<file path="config.mk">
export PLATFORM = sky130hd
export DESIGN_NAME = ks_decomp_stream
export DESIGN_NICKNAME = d
export VERILOG_FILES = /design/src/rtl/ks_decomp_stream.sv
export SDC_FILE = /design/constraint.sdc
export NUM_CORES = 1
export LEC_CHECK = 0
export ABC_AREA = 1
export BUFFER_PORTS_ARGS = -buffer_cell sky130_fd_sc_hd__buf_2
export CORE_MARGIN = 5
export CORE_UTILIZATION = 43
export CTS_BUF_LIST = sky130_fd_sc_hd__clkbuf_2 sky130_fd_sc_hd__clkbuf_4 sky130_fd_sc_hd__clkbuf_8
export DETAILED_ROUTE_END_ITERATION = 8
export PLACE_DENSITY_LB_ADDON = 0.2
export REMOVE_ABC_BUFFERS = 1
export SETUP_SLACK_MARGIN = 0.2
export SLEW_MARGIN = 20
export SYNTH_ARGS = -nofsm -noshare
export SYNTH_HDL_FRONTEND = slang
export SYNTH_SLANG_ARGS = --single-unit
</file>
<file path="constraint.sdc">
create_clock -name clk -period 2.1 [get_ports clk]
set_input_delay 0.21 -clock clk [delete_from_list [all_inputs] [get_ports clk]]
set_output_delay 0.21 -clock clk [all_outputs]
set_load 0.02 [all_outputs]
</file>
<file path="src/rtl/ks_decomp_stream.sv">
// ks_decomp_stream: keyswitch input stage.
// Each 64-bit coefficient is rounded to its KS_L*KS_B_W most significant bits.
// The rounded value is then emitted as KS_L balanced signed base-2^KS_B_W digits,
// one digit per cycle, least-significant level first.
// Optional macro KS_DECOMP_OVF_CNT_EN adds a 16-bit saturating ovf_cnt output.
// It counts coefficients whose dropped final carry was 1.
//
// Handshake: a transfer happens on a rising edge where valid && ready.
// A valid that is not taken holds its payload stable.
// ready never depends combinationally on the same port's valid.
module ks_decomp_stream #(
  parameter int MOD_Q_W = 64,
  parameter int KS_L    = 8,
  parameter int KS_B_W  = 2,
  parameter int BLWE_K  = 2048,
  parameter int LVL_W   = (KS_L > 1) ? $clog2(KS_L) : 1
) (
  input  logic               clk,
  input  logic               s_rst,
  input  logic [MOD_Q_W-1:0] in_coef,
  input  logic               in_vld,
  output logic               in_rdy,
  output logic [KS_B_W-1:0]  out_digit,
  output logic [LVL_W-1:0]   out_level,
  output logic               out_last,
  output logic               out_vld,
  input  logic               out_rdy,
`ifdef KS_DECOMP_OVF_CNT_EN
  output logic [15:0]        ovf_cnt,
`endif
  output logic               dbg_state
);

  localparam int R     = KS_L * KS_B_W;
  localparam int CNT_W = $clog2(BLWE_K + 1);

  typedef enum logic {IDLE = 1'b0, DECOMP = 1'b1} state_t;

  state_t             state_q, state_d;
  logic [R-1:0]       r_q;
  logic [LVL_W-1:0]   level_q;
  logic               carry_q;
  logic [CNT_W-1:0]   cnt_q;

  logic [R-1:0]       r_round;
  logic [KS_B_W:0]    d_ext;
  logic               carry_nxt;
  logic               hs;
  logic               final_hs;
  logic               in_acc;
  logic               lvl_top;

  // Round to R MSBs with the next bit as round-half-up; overflow wraps mod 2^R.
  always_comb begin
    r_round = in_coef[MOD_Q_W-1 -: R] + {{(R-1){1'b0}}, in_coef[MOD_Q_W-R-1]};
  end

  // Balanced digit for the current level: slice plus incoming carry, recentred.
  always_comb begin
    d_ext     = {1'b0, r_q[level_q*KS_B_W +: KS_B_W]} + {{KS_B_W{1'b0}}, carry_q};
    carry_nxt = (d_ext >= (KS_B_W+1)'(1 << (KS_B_W-1)));
  end

  // Output and handshake decode, all derived from registered state.
  always_comb begin
    lvl_top   = (level_q == LVL_W'(KS_L-1));
    out_vld   = (state_q == DECOMP);
    out_digit = out_vld ? d_ext[KS_B_W-1:0] : '0;
    out_level = level_q;
    out_last  = out_vld && lvl_top && (cnt_q == CNT_W'(BLWE_K));
    hs        = out_vld && out_rdy;
    final_hs  = hs && lvl_top;
    in_rdy    = !s_rst && ((state_q == IDLE) || final_hs);
    in_acc    = in_vld && in_rdy;
    dbg_state = state_q;
  end

  // Next-state logic: refill straight from the final digit when an input is waiting.
  always_comb begin
    state_d = state_q;
    case (state_q)
      IDLE:    if (in_acc) state_d = DECOMP;
      DECOMP:  if (final_hs && !in_acc) state_d = IDLE;
      default: state_d = IDLE;
    endcase
  end

  // State register.
  always_ff @(posedge clk) begin
    if (s_rst) state_q <= IDLE;
    else       state_q <= state_d;
  end

  // Datapath: rounded value, level/carry walk and coefficient index.
  always_ff @(posedge clk) begin
    if (s_rst) begin
      r_q     <= '0;
      level_q <= '0;
      carry_q <= 1'b0;
      cnt_q   <= '0;
    end else begin
      if (hs) begin
        level_q <= lvl_top ? '0 : level_q + LVL_W'(1);
        carry_q <= carry_nxt;
      end
      if (final_hs) begin
        cnt_q <= (cnt_q == CNT_W'(BLWE_K)) ? '0 : cnt_q + CNT_W'(1);
      end
      if (in_acc) begin
        r_q     <= r_round;
        level_q <= '0;
        carry_q <= 1'b0;
      end
    end
  end

`ifdef KS_DECOMP_OVF_CNT_EN
  // Saturating count of coefficients whose top-level carry fell off the end.
  always_ff @(posedge clk) begin
    if (s_rst) ovf_cnt <= '0;
    else if (final_hs && carry_nxt && (ovf_cnt != 16'hFFFF)) ovf_cnt <= ovf_cnt + 16'd1;
  end
`endif

endmodule
</file>
Word level (Yosys, flattened, before mapping)
Index checks and enable logic that the tools add are counted.
W data, S select, Z words.
{ "word_totals": {"regBits": 33, "ram_bits": 0, "input_bits": 68, "mem_count": 0, "romBits": 0, "latchBits": 0, "word_cells": 31} }
{ "classes": {"n_mux": 6, "order_cmp": 1, "reduce_logical": 11, "n_div": 0, "shift": 1, "bitwise": 1, "n_eq_ne": 2, "addsub": 4, "multipliers": 0} }
{ "op_table": {"columns": ["operator", "n"], "rows": [
  ["$add A16 B1 Y16", 1],
  ["$shiftx A16 B5 Y2", 1],
  ["$add A12 B1 Y12 const B", 1],
  ["$eq A12 B12 Y1 const B", 1],
  ["$mux W12", 1],
  ["$logic_and A1 B1 Y1", 7],
  ["$add A2 B1 Y3", 1],
  ["$add A3 B1 Y3 const B", 1],
  ["$eq A3 B3 Y1 const B", 1],
  ["$ge A3 B2 Y1 const B", 1],
  ["$mux W3", 1],
  ["$logic_not A1 Y1", 2],
  ["$mux W1", 2],
  ["$mux W2", 1],
  ["$pmux W1 S2", 1],
  ["$reduce_or A2 Y1", 1],
  ["$logic_or A1 B1 Y1", 1],
  ["$not A1 Y1", 1]
]} }

Depth between registers and ports, before layout
Gate-level depths: netlist of the first run.
{ "depth": {"ltp_word": 9, "depth_mapped": 13} }

Least setup slack after synthesis of the first run
Ideal clock, no wire load.
{ "synth_timing": {"path_kind": "register -> output", "from": "register level_q[0], in the netlist out_level[0]", "to": "output out_digit[1]", "path_stages_with_launch": 12, "required_time_ns": 1.890, "n_path_buf": 1, "slack_ns": 0.062, "t_arrival_ns": 1.828, "path_cell_list": "dfxtp_1 inv_1 buf_2 a21oi_1 o21ai_0 nand2_1 o21a_1 ha_1 inv_1 ha_1 nand2_1 inv_1"} }
{ "synth_between": {"elab_chain_cells": 3} }
{ "synth_rtl": {"columns": ["item", "line", "source"], "rows": [
  ["start: declaration", "41", "logic [LVL_W-1:0] level_q;"],
  ["start signal: assignment", "103", "level_q <= lvl_top ? '0 : level_q + LVL_W'(1);"],
  ["$shiftx A16 B5 Y2", "60", "d_ext = {1'b0, r_q[level_q*KS_B_W +: KS_B_W]} + {{KS_B_W{1'b0}}, carry_q};"],
  ["$add A2 B1 Y3", "60", null],
  ["$mux W2", "68", "out_digit = out_vld ? d_ext[KS_B_W-1:0] : '0;"],
  ["end: declaration", "23", "output logic [KS_B_W-1:0] out_digit,"]
]} }
No other way between the ends.

Worst setup path after layout of the first run
Ends and elaborated chain as after synthesis.

==> results of run 1 <==
state kept, by name, indices dropped and copies added (netlist names):
signal and count:
r_q 16, carry_q 1, cnt_q 12, dbg_state 1, out_level 3
through the flow:
stage	TNS (ns)	util (%)	hold WS, ns
final	0	55.4	0.221
after global routing	-0.0828	55.4	0.216
after CTS	0	52.6	0.181
after detailed placement	0	48.2	0.441
after global placement	0	48.2	0.437
after floorplan	0	-	0.279
cells in the final DEF, fill, tap and decap left out, drive strengths merged:
master	count
nor2	42
dfxtp	33
xnor2	2
bufinv	1
o21ai	21
clkbuf	5
or2	1
o211ai	1
xor2	8
o21a	1
nand4	8
a21oi	17
o22ai	5
nand2	78
ha	9
nor3	4
nand3	27
clkinv	1
buf	45
inv	54
clkinvlp	1
metal layers:
metal / GRT usage (%) / share of wire [%] / up-vias
met5: 0 / 0 / -
met4: 6.70 / 1.5 / 0
met3: 2.83 / 3.6 / 8
met2: 26.9 / 47 / 37
met1: 19.6 / 48 / 888
li1: - / - / 1094
final cells by class:
| class | instances | area share [%] |
|---|---|---|
| Multi-Input combinational cell | 224 | 47.9 |
| Sequential cell | 33 | 25.5 |
| Timing Repair Buffer | 45 | 11.4 |
| Inverter | 54 | 8.18 |
| Clock buffer | 5 | 2.65 |
| Tap cell | 54 | 2.60 |
| Clock inverter | 3 | 1.78 |
final timing paths:
path / startpoint / to / depth (start not counted)
setup / recovery: out_level[0] / out_digit[1] / 11
hold / removal: in_coef[56] / r_q[8] / 3
setup reg to reg: out_level[0] / r_q[9] / 12
hold reg to reg: r_q[15] / r_q[15] / 2
repair_timing:
item / in CTS / in global routing
setup endpoints to repair: 5 / 23
gates cloned: 0 / 1
pin swaps: 5 / 8
buffers inserted: 5 / 8
gates resized for setup: 21 / 18
kinds of logic (layout without fill, tap and decap cells):
kind of cell | count (synthesis) | in the layout
AND/OR/NAND/NOR | 159 | 160
buffers and inverters | 59 | 107
AO/OA/AOI/OAI | 45 | 45
flip-flops | 33 | 33
XOR/XNOR | 10 | 10
adder cells (fa/ha/maj) | 9 | 9
power by group:
part	switching (uW)	internal [uW]
logic	137	97.1
registers	15.2	655
clock network	247	355
total	400	1110
worst max-delay path, delay by kind of cell, from the launching register on:
kind                       cells  cell delay [ns]
adders and majority gates      2             0.44
DFF                            1             0.34
and+or+nand+nor                2             0.11
AOI/OAI and AO/OA              3             0.32
buffers and inverters          4             0.33
==> results.rst, run 1 <==
.. list-table::
   :header-rows: 1

   * - Metric
     - Value
   * - Dominant cell type by area after synthesis
     - dfxtp_1
   * - Fin cells
     - 418
   * - Post-Route WL
     - 4.67 mm
   * - Highest cell delay on the worst timing path
     - 0.34 ns
   * - Vertical die dimension
     - 79.2 um
   * - Fraction of the mapped netlist area in compound gates
     - 11.5%
   * - Dominant combinational cell family by area after synthesis
     - simple AND/OR/NAND/NOR gates
   * - Routed wire length per instance
     - 11.2 um
   * - Kind of end point of the critical path
     - output port
   * - Synthesized area
     - ~2000 um2
   * - Area share of the largest cell type after synthesis
     - 32.1%
   * - Vias post-DR
     - 2,027
   * - Cell count after synthesis
     - 315
   * - Total number of yosys warnings
     - 0
   * - Share of the clock period used by the worst path after layout
     - 97.9%
   * - Max Cap Viol
     - 0
   * - Data required time at the worst endpoint
     - 1.89 ns
   * - Post-synthesis xor/xnor area fraction
     - 4.26%
   * - Register bit total from synthesis
     - 33
   * - Final total power
     - between 1500 and 2000 uW
   * - Vias in the first global route
     - 1,896
   * - Number of setup violations in the final report
     - 0
   * - Post-route DRC violation count
     - 0
   * - Hold Fails Final Rpt
     - 0
   * - Cell breakdown of the critical path
     - buf_6 > a21oi_2 > o21ai_1 > nand3_1 > o21a_1 > ha_2 > inv_2 > ha_4 > nand2_2 > inv_2 > buf_6
   * - Number of clock sinks
     - 33
   * - Distinct cells, synth
     - 28
   * - Number of synthesized flops with an enable pin
     - 0
   * - Most numerous cell types in the synthesized netlist
     - 73 x nand2_1, 52 x inv_1, 38 x nor2_1
   * - Max Clock Skew
     - about 0.007 ns
   * - Num ports
     - 77
   * - Global-route wire length before repair
     - 8.06 mm
   * - Max VDD drop
     - about 0.21 mV
   * - Via count normalized by instance count
     - 4.85
   * - Post-DP HPWL
     - 3.46 mm
   * - Worst reg2reg setup slack
     - approximately 0.26 ns
   * - Synth Flop Type
     - dfxtp_1
   * - Fraction of the yosys area taken by sequential cells
     - 32.1%
   * - Start-to-end type of the worst setup path
     - flop to output port
   * - Initial antenna violation count
     - 0
   * - Effective utilization at floorplan
     - 43.9%
   * - Power density over cell area
     - 580 nW/um2
   * - Layout cell share with drive strength beyond 1
     - 23.6%
   * - Number of buffers created by CTS
     - 5
   * - Least-Margin Pin Slew
     - 0.405 ns
   * - Placer Congestion
     - 0.829
   * - Fin area
     - 2600 um2
   * - Number of max-slew violations in the final report
     - 0
   * - Cell area after placement
     - around 2300 um2
   * - Average cell area after synthesis
     - around 6.5 um2
   * - Final critical delay including setup and external delays
     - slightly above 2 ns
   * - Worst Setup Start Kind
     - flop
   * - Outcome
     - complete, no violations
   * - Timing-limited maximum frequency
     - 486 MHz
   * - Smallest setup slack after layout
     - ~0.044 ns
   * - Post-synthesis async set-or-reset flop share
     - 0%
   * - Die Width
     - approximately 80 um
   * - Most frequent cell after synthesis
     - nand2_1
   * - Top cells by area in the synthesized netlist
     - dfxtp_1 32%, nand2_1 13%, inv_1 9.5%
   * - Total inserted antenna cells
     - 0
   * - Leakage power figure
     - 0.00118 uW
   * - Number of input and output port buffers inserted
     - 29
   * - Multiplexer share of the synthesized area
     - 0%
   * - Reg area
     - around 660 um2
   * - Post-layout nets
     - 440
   * - Global route total overflow
     - 0
   * - Die area
     - 6270 um2
   * - DRC violation total after the first TritonRoute iteration
     - 95
   * - Remaining antenna violation count after routing
     - 0
   * - Hold Crit Class
     - input port to flop
   * - CTS Root Cell
     - clkbuf_8
   * - Cells after DPL
     - 396
   * - Synthesis-to-finish area growth
     - 26.3%
   * - Pin count of the biggest net entering global routing
     - 16
   * - Synthesized-area fraction occupied by and/or/nand/nor cells
     - 35.2%
   * - RSZ-0062 raised after global routing
     - yes
   * - Worst Path Max Fanout
     - 5
   * - Fill count
     - 459
   * - Overall Global Routing Usage
     - around 16%
   * - Clock-pin slew of the registers on the worst-case setup and hold paths
     - roughly 0.080 ns
   * - Worst slew slack as a fraction of its limit
     - 73.0%
   * - Total iterations of the first detailed-routing run
     - 4
   * - Adder and majority gate portion of the synthesized area
     - 5.47%
   * - Clk Latency, worst-skew pair
     - approximately 0.29 ns
   * - Worst-case setup slack after placement
     - 0.126 ns
   * - CP max stage cell
     - dfxtp_2
   * - H-tree depth
     - 2
   * - Total area of multi-input combinational cells
     - 1240 um2
   * - Count of hold-fix buffers inserted at cts
     - 0
   * - Deepest clock path buffer count
     - 2
   * - Data arrival at the endpoint of the critical path
     - approximately 1.9 ns
   * - Area of the core
     - 4690 um2
   * - Count of standard-cell rows
     - 25
   * - CTS tree
     - done
No activity file was read; power rests on OpenSTA's default activity.
==> run 2, diff against run 1 <==
--- a/config.mk
+++ b/config.mk
@@ -16,2 +16,3 @@
 export SETUP_SLACK_MARGIN = 0.2
+export SKIP_LAST_GASP = 1
 export SLEW_MARGIN = 20
--- a/constraint.sdc
+++ b/constraint.sdc
@@ -3,2 +3,2 @@
 set_output_delay 0.21 -clock clk [all_outputs]
-set_load 0.02 [all_outputs]
+set_load 0.1 [all_outputs]
==> run 2 against run 1 <==
The run now ends with negative setup slack left. Via count fell by 2.7%. Cell area fell by 1.5%. Utilization fell by 0.83 points. Fmax fell by 3.3%.
==> results.rst, run 2 (synthesis gave the netlist of run 1 again) <==
.. list-table::
   :header-rows: 1

   * - Metric
     - Value
   * - Die Width
     - 79.2 um (unchanged)
   * - Worst Setup Start Kind
     - flop
   * - Worst hold margin
     - 0.183 ns (-0.0380 ns)
   * - RSZ-0062 raised after global routing
     - yes
   * - Number of max-slew violations in the final report
     - 0 (unchanged)
   * - CP max stage cell
     - dfxtp_4
   * - CP Depth
     - 11 (unchanged)
   * - Highest cell delay on the worst timing path
     - 0.37 ns (+0.03 ns)
   * - Delay-heaviest family, CP
     - adder cells
   * - Layout cell share with drive strength beyond 1
     - 21.8% (-1.8 points)
   * - CP Capture Point
     - out_digit[1]
   * - Leakage power figure
     - 0.00116 uW (-1.4%)
   * - Worst reg2reg setup slack
     - 0.28 ns (+0.02 ns)
   * - Vias post-DR
     - 1,973 (-2.7%)
   * - Largest Register
     - r_q
   * - Number of input and output port buffers inserted
     - 29 (unchanged)
   * - H-tree depth
     - 2 (unchanged)
   * - CTS tree
     - done
   * - Capture instance of the worst register-to-register path
     - r_q[12]
   * - Post-route DRC violation count
     - 0 (unchanged)
   * - Die area
     - 6270 um2 (unchanged)
   * - CTS Root Cell
     - clkbuf_8
   * - Worst reg2reg path startpoint
     - out_level[0]
   * - Total inserted antenna cells
     - 0 (unchanged)
   * - Hold Fails Final Rpt
     - 0 (unchanged)
   * - Global route total overflow
     - 0 (unchanged)
   * - Timing startpoint of the critical path
     - out_level[1]
   * - Most frequent cells in the layout
     - 72 x nand2_1, 48 x inv_1, 36 x nor2_1, 31 x dfxtp_1, 25 x buf_2
   * - Max Cap Viol
     - 0 (unchanged)
   * - Start-to-end type of the worst setup path
     - flop to output port
   * - Number of clock sinks
     - 33 (unchanged)
   * - Max Clock Skew
     - 0.00655 ns (-0.000489 ns)
   * - Timing-limited maximum frequency
     - 470 MHz (-3.3%)
   * - Outcome
     - finished, violations left
   * - Post-layout nets
     - 433 (-1.6%)
   * - Cell type with the highest occurrence count on the critical path
     - inv_2
   * - Worst Path Max Fanout
     - 5 (unchanged)
   * - Post-DP HPWL
     - 3.44 mm (-0.45%)
   * - Placer Congestion
     - 0.833 (+0.52%)
   * - Effective utilization at floorplan
     - 43.9% (unchanged)
   * - Global-route wire length before repair
     - 7.99 mm (-0.86%)
   * - Fin Setup TNS
     - -0.0271 ns (-0.0271 ns)
   * - Clock-pin slew of the registers on the worst-case setup and hold paths
     - 0.07 ns (about the same)
   * - Kind of end point of the critical path
     - output port
   * - Data required time at the worst endpoint
     - 1.89 ns (about the same)
   * - Least-Margin Pin Slew
     - 0.488 ns (+0.0837 ns)
   * - Worst R2R Path Depth
     - 11 (-1)
   * - Pin count of the biggest net entering global routing
     - 16 (unchanged)
   * - Count of standard-cell rows
     - 25 (unchanged)
   * - Initial antenna violation count
     - 0 (unchanged)
   * - Post-Route WL
     - 4.44 mm (-4.9%)
   * - End-of-flow core utilization
     - 54.6% (-0.83 points)
   * - Critical path buffer and inverter count
     - 4 (unchanged)
   * - Vias in the first global route
     - 1,945 (+2.6%)
   * - Remaining antenna violation count after routing
     - 0 (unchanged)
   * - Power density over cell area
     - 605 nW/um2 (+4.5%)
   * - Cell breakdown of the critical path
     - buf_6 > a21oi_2 > o21ai_1 > nand3_1 > o21a_1 > ha_2 > inv_2 > ha_4 > nand2_2 > inv_2 > buf_12
   * - Final critical delay including setup and external delays
     - 2.13 ns (+0.0712 ns)
   * - Overall Global Routing Usage
     - 15.7% (-0.15 points)
   * - Synthesis-to-finish area growth
     - 24.4%
   * - Clk Latency, worst-skew pair
     - 0.29 ns (about the same)
   * - Most frequent standard cell in the layout excluding fill and tap cells
     - nand2_1
   * - Total iterations of the first detailed-routing run
     - 4 (unchanged)
   * - Deepest clock path buffer count
     - 2 (unchanged)
   * - DRC violation total after the first TritonRoute iteration
     - 110 (+16%)
   * - Max VDD drop
     - 0.257 mV (+22%)
   * - Routed wire length per instance
     - 10.8 um (-3.2%)
   * - Vertical die dimension
     - 79.2 um (unchanged)
   * - Number of buffers created by CTS
     - 5 (unchanged)
   * - Flip-flop count of the largest register after layout
     - 16 (unchanged)
   * - Data arrival at the endpoint of the critical path
     - 1.92 ns (+0.07 ns)
   * - Number of setup violations in the final report
     - 1 (+1)
   * - Smallest setup slack after layout
     - -0.0271 ns (-0.0712 ns)
   * - Num ports
     - 77 (unchanged)
   * - Share of the clock period used by the worst path after layout
     - 101% (+3.4 points)
   * - Worst slew slack as a fraction of its limit
     - 67.7% (-5.3 points)
   * - Violations in the final reports
     - negative setup slack
   * - Hold Crit Class
     - input port to flop
   * - Via count normalized by instance count
     - 4.80 (-1.0%)
   * - Area of the core
     - 4690 um2 (unchanged)
run 2: area by class of cell:
type	count	area, um2
Inverter	54	210
Clock buffer	5	68.8
Tap cell	54	67.6
Fill cell	489	2130
Clock inverter	3	46.3
Sequential cell	33	666
Timing Repair Buffer	39	288
Multi-Input combinational cell	223	1210
run 2: how the worst min path moves through the flow:
stage	from	end	cells past startpoint
after floorplan	s_rst	cnt_q[10]	1
after global placement	r_q[0]	r_q[0]	2
after detailed placement	r_q[15]	r_q[15]	2
after CTS	in_vld	dbg_state	3
after global routing	in_vld	dbg_state	3
final	in_vld	dbg_state	3
run 2: stage by stage:
step	std cells	cell area [um2]	total power [uW]	worst slack, ns
6_report	411	2560	1550	-0.0271
5_1_grt	411	2560	1640	-0.157
4_1_cts	407	2510	1560	-0.0496
3_5_place_dp	396	2320	938	0.0627
3_3_place_gp	396	2320	935	0.107
2_1_floorplan	310	2030	851	-1.60
run 2: worst reg2reg max path: cells and delay by family, from the launching register on:
family,cells,cell delay (ns)
simple gates,4,0.50
buf+inv,4,0.49
flops,1,0.36
fa+ha+maj,2,0.34
compound gates,1,0.09
run 2: routing by layer:
layer  global-route usage [%]  part of all wire, %
met1                     19.6                   50
met4                     6.70                  2.4
met3                     3.63                  3.9
met5                        0                    0
met2                     25.9                   44
run 2: power by group:
group / leakage, uW / total [uW] / switching, uW / internal [uW]
combinational: 0.000835 / 280 / 181 / 98.7
clock: 0.0000543 / 602 / 247 / 355
sequential: 0.000271 / 668 / 14.7 / 653
total: 0.00116 / 1550 / 443 / 1110
run 2: repair_timing:
item                                   in CTS  in global routing
resized for setup                          22                  8
setup endpoints to repair                   5                 19
buffers inserted                            3                  4
endpoints found under the hold margin       0                  0
gates cloned                                0                  0
pin swaps                                   6                  5
hold buffers                                0                  0
